**src/rtl/spirxdata.sv**
```systemverilog
// SPI receive-data stage: hunts for the start token, packs block bytes into
// DW-bit memory words, then checks the trailing CRC16 and reports one status byte.
module spirxdata #(
  parameter int DW        = 32,
  parameter int AW        = 8,
  parameter int LGTIMEOUT = 12
) (
  input  logic          i_clk,
  input  logic          i_reset,
  input  logic          i_start,
  input  logic [3:0]    i_lgblksz,
  input  logic          i_fifo,
  output logic          o_busy,
  output logic          o_write,
  output logic [AW-1:0] o_addr,
  output logic [DW-1:0] o_data,
  input  logic          i_ll_busy,
  output logic          o_ll_stb,
  output logic [7:0]    o_ll_byte,
  input  logic          i_ll_stb,
  input  logic [7:0]    i_ll_byte,
  output logic          o_rxvalid,
  output logic [7:0]    o_response
);
  localparam int NB = DW / 8;

  typedef enum logic [1:0] {IDLE, TOKEN, DATA, CRC} state_t;

  state_t               state;
  logic [3:0]           lgblksz;
  logic                 pending;
  logic [LGTIMEOUT-1:0] tcount;
  logic [9:0]           byte_cnt;
  logic [DW-1:0]        sreg;
  logic [15:0]          crc;
  logic [7:0]           crc_hi;

  logic                 rx, fin, go_next, word_done, last_byte;
  logic [7:0]           fin_resp;
  logic [DW-1:0]        next_word;

  function automatic logic [15:0] crc_byte(input logic [15:0] c, input logic [7:0] b);
    logic [15:0] r;
    r = c ^ {b, 8'h00};
    for (int k = 0; k < 8; k++)
      r = r[15] ? ((r << 1) ^ 16'h1021) : (r << 1);
    return r;
  endfunction

  assign o_ll_byte = 8'hff;
  // A received byte only counts when it answers our own outstanding request
  assign rx        = pending && i_ll_stb;
  assign next_word = (sreg << 8) | DW'(i_ll_byte);
  assign word_done = (byte_cnt & 10'(NB - 1)) == 10'(NB - 1);
  assign last_byte = byte_cnt == ((10'd1 << lgblksz) - 10'd1);

  always_comb begin
    fin      = 1'b0;
    fin_resp = 8'h40;
    if (rx) begin
      case (state)
        TOKEN:
          if (i_ll_byte == 8'hff) begin
            if (&tcount) fin = 1'b1;
          end else if (i_ll_byte != 8'hfe) begin
            fin = 1'b1;
            if (i_ll_byte[7:4] == 4'h0) fin_resp = i_ll_byte;
          end
        CRC:
          if (byte_cnt[0]) begin
            fin      = 1'b1;
            fin_resp = ({crc_hi, i_ll_byte} == crc) ? 8'h00 : 8'h80;
          end
        default: ;
      endcase
    end
  end

  assign go_next = rx && !fin && (state != IDLE);

  always_ff @(posedge i_clk) begin
    if (i_reset) begin
      state      <= IDLE;
      o_busy     <= 1'b0;
      o_write    <= 1'b0;
      o_ll_stb   <= 1'b0;
      o_rxvalid  <= 1'b0;
      o_addr     <= '0;
      o_data     <= '0;
      o_response <= 8'h00;
      lgblksz    <= 4'd0;
      pending    <= 1'b0;
      tcount     <= '0;
      byte_cnt   <= '0;
      sreg       <= '0;
      crc        <= 16'h0000;
      crc_hi     <= 8'h00;
    end else begin
      o_write   <= 1'b0;
      o_rxvalid <= 1'b0;
      if (o_write) o_addr[AW-2:0] <= o_addr[AW-2:0] + 1'b1;
      if (o_ll_stb && !i_ll_busy) begin
        o_ll_stb <= 1'b0;
        pending  <= 1'b1;
      end
      if (rx) pending <= 1'b0;
      if (go_next) o_ll_stb <= 1'b1;

      case (state)
        IDLE:
          if (i_start) begin
            lgblksz  <= i_lgblksz;
            o_addr   <= {i_fifo, {(AW-1){1'b0}}};
            o_busy   <= 1'b1;
            crc      <= 16'h0000;
            tcount   <= '0;
            byte_cnt <= '0;
            o_ll_stb <= 1'b1;
            state    <= TOKEN;
          end
        TOKEN:
          if (rx) begin
            if (i_ll_byte == 8'hff) tcount <= tcount + 1'b1;
            else if (i_ll_byte == 8'hfe) state <= DATA;
          end
        DATA:
          if (rx) begin
            sreg     <= next_word;
            crc      <= crc_byte(crc, i_ll_byte);
            byte_cnt <= byte_cnt + 10'd1;
            if (word_done) begin
              o_write <= 1'b1;
              o_data  <= next_word;
            end
            if (last_byte) begin
              byte_cnt <= '0;
              state    <= CRC;
            end
          end
        CRC:
          if (rx && !byte_cnt[0]) begin
            crc_hi   <= i_ll_byte;
            byte_cnt <= 10'd1;
          end
        default: state <= IDLE;
      endcase

      if (fin) begin
        state      <= IDLE;
        o_busy     <= 1'b0;
        o_rxvalid  <= 1'b1;
        o_response <= fin_resp;
      end
    end
  end
endmodule
```
**config.mk**
```make
export PLATFORM = sky130hd
export DESIGN_NAME = spirxdata
export DESIGN_NICKNAME = d
export VERILOG_FILES = /design/src/rtl/spirxdata.sv
export SDC_FILE = /design/constraint.sdc
export NUM_CORES = 1
export LEC_CHECK = 0
export BUFFER_PORTS_ARGS = -buffer_cell sky130_fd_sc_hd__buf_2
export CORE_MARGIN = 4
export CORE_UTILIZATION = 34
export DETAILED_ROUTE_END_ITERATION = 8
export GPL_ROUTABILITY_DRIVEN = 0
export GPL_TIMING_DRIVEN = 0
export HOLD_SLACK_MARGIN = 0.05
export REMOVE_ABC_BUFFERS = 1
export SYNTH_ARGS = -nofsm -noshare
export SYNTH_HDL_FRONTEND = slang
export SYNTH_SLANG_ARGS = --single-unit
```
**constraint.sdc**
```tcl
create_clock -name i_clk -period 2.3 [get_ports i_clk]
set_input_delay 0.23 -clock i_clk [delete_from_list [all_inputs] [get_ports i_clk]]
set_output_delay 0.23 -clock i_clk [all_outputs]
set_load 0.02 [all_outputs]
```
Word-level counts from Yosys, hierarchy flattened
Cells that the tools add are included.
{"block": "classes", "n_addsub": 4, "mul": 0, "div": 0, "n_lt_le_gt_ge": 0, "n_eq_ne": 17, "n_shift": 1, "muxes": 49, "bitwise_logic": 12, "n_reduce_logical": 27}
{"operator": "13-bit 2-to-1 mux", "count": 8}
{"operator": "8-bit 2-to-1 mux", "count": 6}
{"operator": "10-bit 2-to-1 mux", "count": 4}
{"operator": "12-bit 2-to-1 mux", "count": 3}
{"operator": "16-bit 2-to-1 mux", "count": 2}
{"operator": "32-bit by 8-bit OR with 32-bit output", "count": 1}
{"operator": "16-bit one-hot mux with 2 select lines", "count": 1}
{"operator": "10-bit one-hot mux with 3 select lines", "count": 1}
{"operator": "3-bit inverter", "count": 8}
{"operator": "12-bit one-hot mux with 2 select lines", "count": 1}
{"operator": "7-bit 2-to-1 mux", "count": 3}
{"operator": "16-bit equality test", "count": 1}
{"operator": "8-bit equality test, second input constant", "count": 2}
{"operator": "2-bit inequality test, second input constant", "count": 8}
{"operator": "8-bit one-hot mux with 2 select lines", "count": 1}
{"operator": "16-bit bitwise XOR", "count": 1}
{"operator": "12-bit by 1-bit adder with 12-bit output, second input constant", "count": 1}
{"operator": "2-bit 2-to-1 mux", "count": 6}
{"operator": "12-bit AND reduction", "count": 1}
{"operator": "1-bit 2-to-1 mux", "count": 11}
{"operator": "10-bit by 1-bit adder with 10-bit output, second input constant", "count": 1}
{"operator": "10-bit equality test", "count": 1}
{"operator": "1-bit by 4-bit left shift with 10-bit output, first input constant", "count": 1}
{"operator": "10-bit by 1-bit subtractor with 10-bit output, second input constant", "count": 1}
{"operator": "other kinds (19)", "count": 36}
{"block": "word_totals", "reg_bits": 129, "latch_bits": 0, "mem_bits_rw": 0, "romBits": 0, "inputBits": 18, "out_inout_bits": 60, "elab_cells": 126, "memories": 0}

Longest topological paths before layout
{"block": "depth", "word_depth": 19, "depth_mapped": 10, "ltp_nobuf": 9}

Worst setup path after synthesis
No wires, ideal clock.
{"block": "synth_timing", "path_kind": "register to register", "start": "register lgblksz[0]", "end": "register byte_cnt[8]", "setup_ns": 0.115, "arrival_time_ns": 2.095, "t_required_ns": 2.185, "slack_ns": 0.090, "stages_incl_launch_ff": 11, "path_buffers": 1, "synth_period_minus_slack_ns": 2.210, "cell_sequence": "dfxtp_1 buf_2 nor2_1 nand2_1 ha_1 xor2_1 xnor2_1 o2111ai_2 o41ai_4 a21oi_2 and2_1"}
{"block": "synth_via", "elab_chain_len": 6}
{"item": "start: declaration", "line": "30", "source": "logic [3:0] lgblksz;"}
{"item": "start signal: assignment", "line": "112", "source": "lgblksz <= i_lgblksz;"}
{"item": "1-bit by 4-bit left shift with 10-bit output", "line": "55", "source": "assign last_byte = byte_cnt == ((10'd1 << lgblksz) - 10'd1);"}
{"item": "10-bit by 1-bit subtractor with 10-bit output", "line": "55"}
{"item": "10-bit equality test", "line": "55"}
{"item": "10-bit 2-to-1 mux", "line": "135", "source": "if (last_byte) begin"}
{"item": "10-bit 2-to-1 mux", "line": "127", "source": "if (rx) begin"}
{"item": "10-bit one-hot mux with 3 select lines", "line": "109", "source": "case (state)"}
{"item": "end signal: assignment", "line": "130", "source": "byte_cnt <= byte_cnt + 10'd1;"}
{"item": "end: declaration", "line": "33", "source": "logic [9:0] byte_cnt;"}
No other way between the ends. The select of a mux whose other input is x is not followed.
A chain may end at the register's enable or synchronous reset.

Worst setup path after layout
{"block": "layout_timing", "start": "register lgblksz[0]", "end": "register byte_cnt[0]"}
The elaborated chain is that of the path after synthesis.

==> results.cfg <==
[worst_setup_path]
rr_worst_depth = 10
r2r-start = lgblksz[0]
cpPeakStageDelay_ps = 380
endpoint_kind = flip-flop
path_common_cell = a211oi_2
crit_path_start_kind = flip-flop
cpMaxStageDelayCell = dfxtp_2
critPathKind = reg2reg
arrival_ps = 2550
r2r_end = byte_cnt[0]
r2r_slack_ps = 90
crit_chain = nor2_2 > nand2_1 > ha_2 > and2_1 > o2111a_1 > a211oi_2 > o41ai_4 > buf_4 > o21ba_2 > a211oi_2
required_ps = 2650
critPathMaxFanout = 9

[sta]
drv_slew = 0
relSlewSlack_pct = 35.33
fmax_mhz = 452.9
period_share_pct = 96.00
fin_crit_ps = 2208
clock_skew_ps = 9.705
setup_violations = 0
worst_pin_slew_ps = 968.0
whs_ps = 69.31
hold_viol = 0

[synthesis]
ys.flop_type = dfxtp_1
synthTopCellsByArea = dfxtp_1 45%, nand2_1 10%, a21oi_1 7.1%, xor2_1 6.7%, xnor2_1 3.4%
synth_top_area_share_pct = 44.92
synth_cells = 685
seq_area_frac_synth_pct = 44.92
synthDistinctLibCells = 55
synth-warning-count = 0
synth-edff-count = 0
synth_top_area_cell = dfxtp_1
synth_seq_cells = 129
async_flop_share_pct = 0
synth_area_sq_um = 5749
avgSynthCellArea_sq_um = 8.393

[floorplan]
die_y_um = 138.0
initial_core_util_pct = 34.67
placementRows = 47
dieArea_sq_um = 19050
ios = 78
chipWidth_um = 138.0
fp.coreArea_sq_um = 16580

[layout]
synthToLayoutAreaGrowth_pct = 21.63
design_area_sq_um = 6993
utilization_pct = 42.17
final_common_cell = nand2_1
nFillCells = 1687
nNetsFinal = 761
num_antenna_cells = 0
stdcell_count = 967
drive_gt1_share_pct = 18.47
final_cell_mix = 152 x nand2_1, 124 x dfxtp_1, 82 x a21oi_1

[routing]
vias = 4640
via_per_inst = 4.798
wl_per_cell_um = 13.94
drtIter0Drc = 493
first_pass_iters = 4
wl_um = 13480
drc = 0
antenna_left = 0

[placed_design]
dp.final_hpwl_um = 8778
placed_cells = 927
placed_cell_area_sq_um = 6151
numPortBuffers = 69

[clock_tree]
numClockSinks = 129
cts_tree = yes
numCtsBuffers = 17
h-tree-depth = 4
clk_latency_ps = 420
clkSlewWorstSetupHoldPaths_ps = 60
clockBufferDepth = 2
cts_root_buffer = clkbuf_16

[min_path]
worstHoldStart = i_lgblksz[3]
hold_end = lgblksz[3]
hold_path_depth = 3
hold_path.class = in2reg

[global_route]
grt_max_degree = 68
grt_pass1_wl_um = 22650
overflow = 0
grt_pass1_vias = 4492
track_usage_pct = 14.34
antenna_found_initial = 0

[power_and_ir_drop]
power.density_nw_per_um2 = 943.8
ir_worst_vdd_uv = 426.6
leakagePower_nw = 2.734
power_mw = 6.600

[job]
cap_violations = 0

[status]
status = complete, no violations
how the worst max path moves through the flow:
stage	startpoint	endpoint	slack, ps	cells past startpoint
after detailed placement	state[0]	crc[10]	-880	6
after global routing	lgblksz[0]	byte_cnt[8]	-10	10
after global placement	state[0]	o_data[25]	-960	6
final	lgblksz[0]	byte_cnt[0]	90	10
after floorplan	lgblksz[3]	byte_cnt[8]	-5	9
after CTS	lgblksz[3]	byte_cnt[8]	0.8	10
metrics by stage:
stage	TNS (ps)	setup WS, ps
finish	0	92.11
global route	-21.12	-9.952
CTS	0	0.7934
detailed placement	-44820	-876.3
global placement	-53570	-958.7
floorplan	-4.623	-4.623
cells by family (layout without fill, tap and decap cells):
logic type,after synthesis,count (layout),share of synthesized area (%)
AOI/OAI and AO/OA,134,134,15.02
xor gates and xnor gates,66,66,10.05
adders and majority gates,9,9,1.959
buffers and inverters,59,114,5.049
DFF,129,129,44.92
muxes,4,4,0.7182
other,1,8,0.06523
and+or+nand+nor,283,283,22.22
layout make-up:
class / count / area (sq um) / share of cell area, %
Clock inverter: 9 / 176.4 / 2.523
Sequential cell: 129 / 2596 / 37.13
Inverter: 4 / 15.01 / 0.2147
Clock buffer: 23 / 488.0 / 6.978
Multi-Input combinational cell: 504 / 3002 / 42.92
Timing Repair Buffer: 78 / 440.4 / 6.298
Tap cell: 220 / 275.3 / 3.936
per-layer routing:
layer | global-route usage [%] | up-vias | routed length [um] | part of all wire [%]
met5 | 0 | - | 0 | 0
met4 | 5.980 | 0 | 230 | 1.7
met3 | 4.627 | 17 | 667 | 4.9
met2 | 22.25 | 76 | 6236 | 46
met1 | 18.46 | 2158 | 6343 | 47
li1 | - | 2389 | - | -
timing repair:
item	in CTS	in global routing
pin swaps	2	4
resized for setup	21	12
setup buffers	1	5
hold endpoints to repair	2	0
hold buffers	2	0
setup endpoints to repair	63	48
gates cloned	0	0
critical path: cells and delay by family (launching register included):
kind | cells | cell delay [ps]
compound gates | 5 | 960
simple gates | 3 | 410
flops | 1 | 380
fa+ha+maj | 1 | 220
buf+inv | 1 | 180
synth_stat cells, types with 9 or more instances:
library cell / instances
ha_1: 9
xor2_1: 44
nand3_1: 17
nand4_1: 12
and2_1: 19
buf_2: 19
a22oi_1: 17
a21oi_1: 82
nor2_1: 47
and3_1: 9
nand2_1: 153
clkbuf_1: 25
dfxtp_1: 129
xnor2_1: 22
report_power, final:
group / switching [mW] / leakage [nW] / internal [mW]
logic: 0.739 / 1.37 / 0.454
registers: 0.0971 / 1.04 / 2.30
clock network: 0.970 / 0.323 / 2.04
state kept, by name, summed over array words and instances (netlist names):
name / cells
state: 2
tcount: 12
o_addr: 8
o_ll_stb: 1
o_response: 8
o_data: 32
lgblksz: 4
crc_hi: 8
pending: 1
sreg: 24
o_write: 1
crc: 16
o_busy: 1
byte_cnt: 10
o_rxvalid: 1
No activity file was read; power rests on OpenSTA's default activity.
